### src/rtl/stream_fifo.sv
// stream_fifo
// Parametrised synchronous FIFO built on a circular buffer with separate read
// and write pointers and an explicit occupancy register. Valid/ready handshakes
// on both sides, first-word fall-through read data, almost-full/almost-empty
// flags derived from the occupancy register, and a synchronous flush.
//
// Build option: define STREAM_FIFO_BYPASS_EN to forward a word straight from
// the input to the output when the FIFO is empty and the consumer is ready
// (zero latency, word never stored). Without the macro there is no
// combinational path from in_* to out_*, and the minimum latency is one cycle.

// Protocol checker bound inside stream_fifo; never contributes to logic.
module stream_fifo_chk #(
  parameter int DEPTH = 8
) (
  input logic                     clk,
  input logic                     rst_n,
  input logic                     flush,
  input logic                     push,
  input logic                     pop,
  input logic                     full,
  input logic                     empty,
  input logic [$clog2(DEPTH):0]   count
);

  localparam int CW = $clog2(DEPTH) + 1;
  localparam logic [CW-1:0] C_DEPTH = CW'(DEPTH);
  localparam logic [CW-1:0] C_ZERO  = {CW{1'b0}};

  a_count_bound: assert property (@(posedge clk) disable iff (!rst_n)
    count <= C_DEPTH);

  a_no_overflow: assert property (@(posedge clk) disable iff (!rst_n)
    !(push && full));

  a_no_underflow: assert property (@(posedge clk) disable iff (!rst_n)
    !(pop && empty));

  a_flush_empties: assert property (@(posedge clk) disable iff (!rst_n)
    flush |=> (count == C_ZERO));

endmodule

module stream_fifo #(
  parameter int DEPTH         = 8,
  parameter int BITS          = 64,
  parameter int AFULL_THRESH  = 6,
  parameter int AEMPTY_THRESH = 1
) (
  input  logic                   clk,
  input  logic                   rst_n,
  input  logic                   flush,
  input  logic                   in_valid,
  input  logic [BITS-1:0]        in_data,
  output logic                   in_ready,
  output logic                   out_valid,
  output logic [BITS-1:0]        out_data,
  input  logic                   out_ready,
  output logic [$clog2(DEPTH):0] count,
  output logic                   almost_full,
  output logic                   almost_empty
);

  localparam int PW = $clog2(DEPTH);
  localparam int CW = PW + 1;

  localparam logic [CW-1:0] C_DEPTH  = CW'(DEPTH);
  localparam logic [CW-1:0] C_AFULL  = CW'(AFULL_THRESH);
  localparam logic [CW-1:0] C_AEMPTY = CW'(AEMPTY_THRESH);
  localparam logic [CW-1:0] C_ZERO   = {CW{1'b0}};
  localparam logic [CW-1:0] C_ONE    = CW'(1);
  localparam logic [PW-1:0] P_ZERO   = {PW{1'b0}};
  localparam logic [PW-1:0] P_ONE    = PW'(1);

  // Storage and state
  logic [BITS-1:0] r_mem [DEPTH];
  logic [PW-1:0]   r_wr_ptr;
  logic [PW-1:0]   r_rd_ptr;
  logic [CW-1:0]   r_count;

  // Combinational status and handshake
  logic            w_full;
  logic            w_empty;
  logic            w_bypass;
  logic            w_in_ready;
  logic            w_out_valid;
  logic            w_push;
  logic            w_pop;
  logic [BITS-1:0] w_out_data;

  // Next-state values
  logic [PW-1:0]   w_wr_ptr_nxt;
  logic [PW-1:0]   w_rd_ptr_nxt;
  logic [CW-1:0]   w_count_nxt;

  // Occupancy decode from the count register only.
  always_comb begin
    w_full  = (r_count == C_DEPTH);
    w_empty = (r_count == C_ZERO);
  end

`ifdef STREAM_FIFO_BYPASS_EN
  // Empty FIFO with both sides ready: the word goes straight through.
  assign w_bypass = w_empty & in_valid & out_ready & ~flush;
`else
  assign w_bypass = 1'b0;
`endif

  // Handshake qualification. in_ready ignores out_ready on purpose: a full
  // FIFO refuses a word even when the head is popped in the same cycle.
  always_comb begin
    w_in_ready  = ~w_full & ~flush;
    w_out_valid = (~w_empty | w_bypass) & ~flush;
    w_push      = in_valid & w_in_ready & ~w_bypass;
    w_pop       = w_out_valid & out_ready & ~w_bypass;
  end

  // Head data select: forwarded input word during bypass, else stored head.
  always_comb begin
    if (w_bypass) begin
      w_out_data = in_data;
    end else begin
      w_out_data = r_mem[r_rd_ptr];
    end
  end

  // Pointer and occupancy next-state; flush empties the FIFO at the next edge.
  always_comb begin
    w_wr_ptr_nxt = r_wr_ptr;
    w_rd_ptr_nxt = r_rd_ptr;
    w_count_nxt  = r_count;
    if (flush) begin
      w_wr_ptr_nxt = P_ZERO;
      w_rd_ptr_nxt = P_ZERO;
      w_count_nxt  = C_ZERO;
    end else begin
      if (w_push) begin
        w_wr_ptr_nxt = r_wr_ptr + P_ONE;
      end else begin
        w_wr_ptr_nxt = r_wr_ptr;
      end
      if (w_pop) begin
        w_rd_ptr_nxt = r_rd_ptr + P_ONE;
      end else begin
        w_rd_ptr_nxt = r_rd_ptr;
      end
      case ({w_push, w_pop})
        2'b10:   w_count_nxt = r_count + C_ONE;
        2'b01:   w_count_nxt = r_count - C_ONE;
        default: w_count_nxt = r_count;
      endcase
    end
  end

  // Pointer and occupancy registers.
  always_ff @(posedge clk or negedge rst_n) begin
    if (!rst_n) begin
      r_wr_ptr <= P_ZERO;
      r_rd_ptr <= P_ZERO;
      r_count  <= C_ZERO;
    end else begin
      r_wr_ptr <= w_wr_ptr_nxt;
      r_rd_ptr <= w_rd_ptr_nxt;
      r_count  <= w_count_nxt;
    end
  end

  // Storage array: cleared by reset only; flush leaves contents in place.
  always_ff @(posedge clk or negedge rst_n) begin
    if (!rst_n) begin
      for (int i = 0; i < DEPTH; i++) begin
        r_mem[i] <= {BITS{1'b0}};
      end
    end else if (w_push) begin
      r_mem[r_wr_ptr] <= in_data;
    end
  end

  assign in_ready     = w_in_ready;
  assign out_valid    = w_out_valid;
  assign out_data     = w_out_data;
  assign count        = r_count;
  assign almost_full  = (r_count >= C_AFULL);
  assign almost_empty = (r_count <= C_AEMPTY);

  stream_fifo_chk #(
    .DEPTH (DEPTH)
  ) u_chk (
    .clk   (clk),
    .rst_n (rst_n),
    .flush (flush),
    .push  (w_push),
    .pop   (w_pop),
    .full  (w_full),
    .empty (w_empty),
    .count (r_count)
  );

endmodule

### config.mk
export PLATFORM = sky130hd
export DESIGN_NAME = stream_fifo
export DESIGN_NICKNAME = d
export VERILOG_FILES = /design/src/rtl/stream_fifo.sv
export SDC_FILE = /design/constraint.sdc
export NUM_CORES = 1
export LEC_CHECK = 0
export ABC_AREA = 1
export CORE_MARGIN = 8
export CORE_UTILIZATION = 30
export DETAILED_ROUTE_END_ITERATION = 10
export PLACE_DENSITY = 0.55
export SETUP_SLACK_MARGIN = 0.15
export SYNTH_ARGS = -nofsm -noshare
export SYNTH_HDL_FRONTEND = slang
export SYNTH_HIERARCHICAL = 1
export SYNTH_SLANG_ARGS = --single-unit
### constraint.sdc
create_clock -name clk -period 2.1 [get_ports clk]
set_input_delay 0.525 -clock clk [delete_from_list [all_inputs] [get_ports clk]]
set_output_delay 0.525 -clock clk [all_outputs]
set_load 0.02 [all_outputs]
Word level (Yosys, flattened, before mapping):

Cells that the tools add are included.
W data, S select, Z words.

* input bits: 69
* bits in registers: 522
* word-level logic and storage cells: 49
* output and inout bits: 72

* equal/unequal tests: 3
* reduce and logical (&&, ||, !) cells: 5
* $lt $le $gt $ge: 5
* $add $sub $neg: 4
* bitwise logic cells: 9
* mux-type cells: 12

Operators with widths (number)
* $bwmux W512: 1
* $bmux W64 S3: 1
* $demux W64 S3: 1
* $mux W64: 3
* $mux W3: 4
* $ge A4 B4 Y1 const B: 2
* $not A3 Y4: 2
* $pmux W4 S2: 1
* $add A3 B1 Y3 const B: 2
* $add A4 B1 Y4 const B: 1
* $and A1 B1 Y1: 4
* $eq A4 B4 Y1 const B: 1
* $ge A4 B3 Y1 const B: 1
* $le A4 B1 Y1 const B: 1
* $logic_not A4 Y1: 1
* $lt A4 B1 Y1 const B: 1
* $mux W4: 1
* $reduce_bool A2 Y1: 2
* $sub A4 B1 Y4 const B: 1
* $not A1 Y1: 3
* $reduce_bool A3 Y1: 1
* $eq A2 B1 Y1 const B: 1
* $eq A2 B2 Y1 const B: 1
* $logic_and A1 B1 Y1: 1

Longest topological paths before layout:

* word-level depth: 7
* depth in mapped cells: 11
* gate-level depth less buffers: 10

Worst setup path before layout:

Ideal clock, no wire load.

* path kind: register to output
* start: reg r_rd_ptr[0]
* end: out out_data[57]
* required time: 1.575 ns
* cell stages (with the launch flop): 7
* path slack: -0.050 ns
* buffers on the path: 3
* arrival: 1.625 ns
* path through: dfrtp_1 -> buf_2 -> clkbuf_1 -> clkbuf_1 -> a21oi_1 -> o21ai_0 -> a32oi_1

* word-level cells in the longest chain between the ends: 4

RTL lines
* from (decl): RTL line 78 `logic [PW-1:0] r_rd_ptr;`
* from (signal assigned): RTL line 163 `r_rd_ptr <= w_rd_ptr_nxt;`
* $not A3 Y4 (implied by the code): RTL line 123 `w_out_data = r_mem[r_rd_ptr];`
* $bmux W64 S3: RTL line 123
* $mux W64 (implied by the code) (2 in series): RTL line 123
* to (decl): RTL line 57 `output logic [BITS-1:0] out_data,`

No other way between the ends. The select of a mux whose other input is x is not followed.

Worst setup path in the final report:

* start: reg r_rd_ptr[0]
* end: out out_data[41]

Same word-level chain as after synthesis.

==> impl_metrics.yaml <==
clocking:
  cts-root-buf: "clkbuf_16"
  cts_tree: "done"
  cts_buffer_depth: 3
  cts_buffers: 59
  ctsHtreeMaxLevel: 2
  clock-sinks: 522
  clkTransAtPathRegs_ns: 0.06
  insertion_delay_ns: 0.62
routing:
  wl_per_cell_um: 16.9
  wl_met2_um: 35700
  viasPerCell: 4.70
  dr.pass1.iters: 5
  drt.antenna.violating_nets: 0
  drt_wl_total_um: 73000
  top_layer_used: "met5"
  drc: 0
  met3_length_um: 2690
  drtIter0Drc: 1513
  num_vias: 20330
  wl_met1_um: 33300
logic_synthesis:
  ys_warn_count: 6
  synth_top_family_by_area: "compound AO/OA/AOI/OAI gates"
  synth_compound_gate_area_share: 0.225
  syn_inst: 2999
  synth_top_area_cell: "dfrtp_1"
  avgSynthCellArea_um2: 8.07
  ys_types: 25
  ys_seq_area_frac: 0.540
  synthSimpleGateAreaFrac: 0.119
  syn-cell-area_mm2: 0.0242
  ys_top_cells_by_area: "dfrtp_1 54%, o21ai_0 12%, nand2_1 9.3%, inv_1 7.2%, a21oi_1 5.3%"
  muxShareOfSynthArea: 0
  synth_top_area_frac: 0.540
  ys_ff_latch: 522
  syn_nets: 3075
  synthAdderAreaFrac: 0.00362
  synth_xor_area_frac: 0.00145
setup_path:
  critical_path_class: "flop to primary output"
  start_kind: "flop"
  critPathRequiredTime_ns: 1.57
  cp-end-kind: "primary output"
  r2r_slack_ns: -0.04
  worstPathArrival_ns: 2.29
  crit_fanout: 13
floorplan:
  pin_count: 141
  rows: 104
  start_util: 0.302
  die_area_mm2: 0.0900
  die_w_um: 300
  die_h_um: 300
  core_area_mm2: 0.0802
timing:
  finalSetupViolations: 96
  finalCritPeriodShare: 1.34
  finalSetupTns_ns: -41.67
  fin_ws_ns: -0.713
  hold_violations: 0
  worst_slew_pin_slew_ns: 0.497
  rsz0062_at_grt: "yes"
  slew_violations: 0
  period_needed_ns: 2.81
  skew_ns: 0.0182
  fmax_mhz: 356
  relSlewSlack: 0.669
global_route:
  grt_pass1_vias: 20036
  grt_pass1_wl_um: 115000
  grt_antenna_before_repair: 4
  grt_usage: 0.157
  grt.overflow.total: 0
  grt_max_degree: 86
power_and_ir_drop:
  p_clk_frac: 0.253
  p_comb_frac: 0.409
  p_switching_uw: 15700
  swShare: 0.363
  power.internal_uw: 27700
  ir_drop_mv: 0.790
  pwr-share-seq: 0.338
  p_leak_uw: 0.0146
  powerDensity_mw_per_mm2: 1330
outcome:
  violations: "setup timing"
  status: "finished with violations"
layout:
  final_cell_area_mm2: 0.0326
  final_common_cell: "nand2_1"
  final_core_util: 0.407
  nNetsFinal: 3294
  syn2layout_area_growth_pct: 34.9
  drive_gt1_frac: 0.194
  final_cell_mix: "570 x nand2_1, 516 x dfrtp_1, 456 x inv_1"
run:
  cap_violations: 0
placement:
  gp_congestion: 0.765
  dp_worst_setup_slack_ns: -0.545
  port-buffer-count: 140
  dpl.hpwl_um: 45200
  dpl-instance-area_mm2: 0.0287
worst_hold_path:
  hold_class: "primary input to async pin"
==> registers in the layout, indices dropped and copies added, names as in the netlist <==
register and flops:
r_wr_ptr 3, r_rd_ptr 3, r_mem 512, count 4
==> cells in the mapped netlist <==
cell	instances
o21ai_0	577
o21ai_1	136
clkinv_1	1
nand2_1	599
clkbuf_1	87
nor4_1	2
buf_4	3
nor2_1	134
o22ai_1	1
inv_1	462
ha_1	7
xor2_1	2
a21oi_1	258
nor4_4	1
nor4_2	3
o21bai_1	1
o21a_1	1
xnor2_1	2
inv_2	3
dfrtp_1	522
nand4_1	1
buf_1	22
buf_2	101
a32oi_1	64
nand3_1	9
==> cell families after synthesis <==
family,after synthesis
AOI/OAI and AO/OA,1038
and+or+nand+nor,749
buffers and inverters,679
DFF,522
adders and majority gates,7
xor gates and xnor gates,4
==> cell type report <==
class                           count  area (µm²)
Fill cell                        8063       47500
Timing Repair Buffer              371        4760
Inverter                          466        1760
Antenna cell                        1        2.50
Clock inverter                     25         308
Clock buffer                       84        1760
Tap cell                         1060        1330
Multi-Input combinational cell   1798        9640
Sequential cell                   522       13100
==> routing by layer <==
metal,global-route usage,vias to the layer above
met5,0,-
met4,0.0368,6
met3,0.0242,90
met2,0.266,326
met1,0.210,9796
li1,-,10112
==> critical path, stage by stage, from the launching register on <==
cell and delay, ns:
dfrtp_4 0.53, buf_12 0.19, buf_4 0.16, buf_4 0.15
a21oi_2 0.12, o21ai_1 0.08, a32oi_2 0.23, buf_4 0.19
==> final timing paths <==
kind	startpoint	to	cells after the start
min reg2reg	r_mem[107]$_DFFE_PN0P_	r_mem[107]$_DFFE_PN0P_	2
min in group clk	r_mem[107]$_DFFE_PN0P_	r_mem[107]$_DFFE_PN0P_	2
max reg2reg	count[1]$_DFFE_PN0P_	r_mem[447]$_DFFE_PN0P_	13
max	r_rd_ptr[0]$_DFFE_PN0P_	out_data[41]	7
min	rst_n	r_mem[509]$_DFFE_PN0P_	2
max in group asynchronous	rst_n	r_mem[175]$_DFFE_PN0P_	4
==> through the flow <==
stage / power [µW] / cells / hold WS, ns
final: 43400 / 4327 / 0.292
after global routing: 46300 / 4326 / 0.268
after CTS: 42600 / 4301 / 0.255
after detailed placement: 31000 / 4154 / 0.336
after global placement: 30800 / 4154 / 0.337
after floorplan: 24500 / 2999 / 0.229
==> repair_timing <==
item	CTS	global route
setup endpoints to repair	335	473
pin swaps	27	42
hold buffers	1	0
buffers inserted	27	14
gates cloned	10	11
hold endpoints to repair	55	0
resized for setup	475	206
==> power by group through the flow <==
stage	Sequential [µW]	Combinational (µW)	Clock (µW)
floorplan	14500	9990	0
global placement	14700	16000	0
detailed placement	14800	16200	0
CTS	14700	16700	11200
global route	15000	19600	11700
finish	14700	17800	11000
No activity file was read; power rests on OpenSTA's default activity.
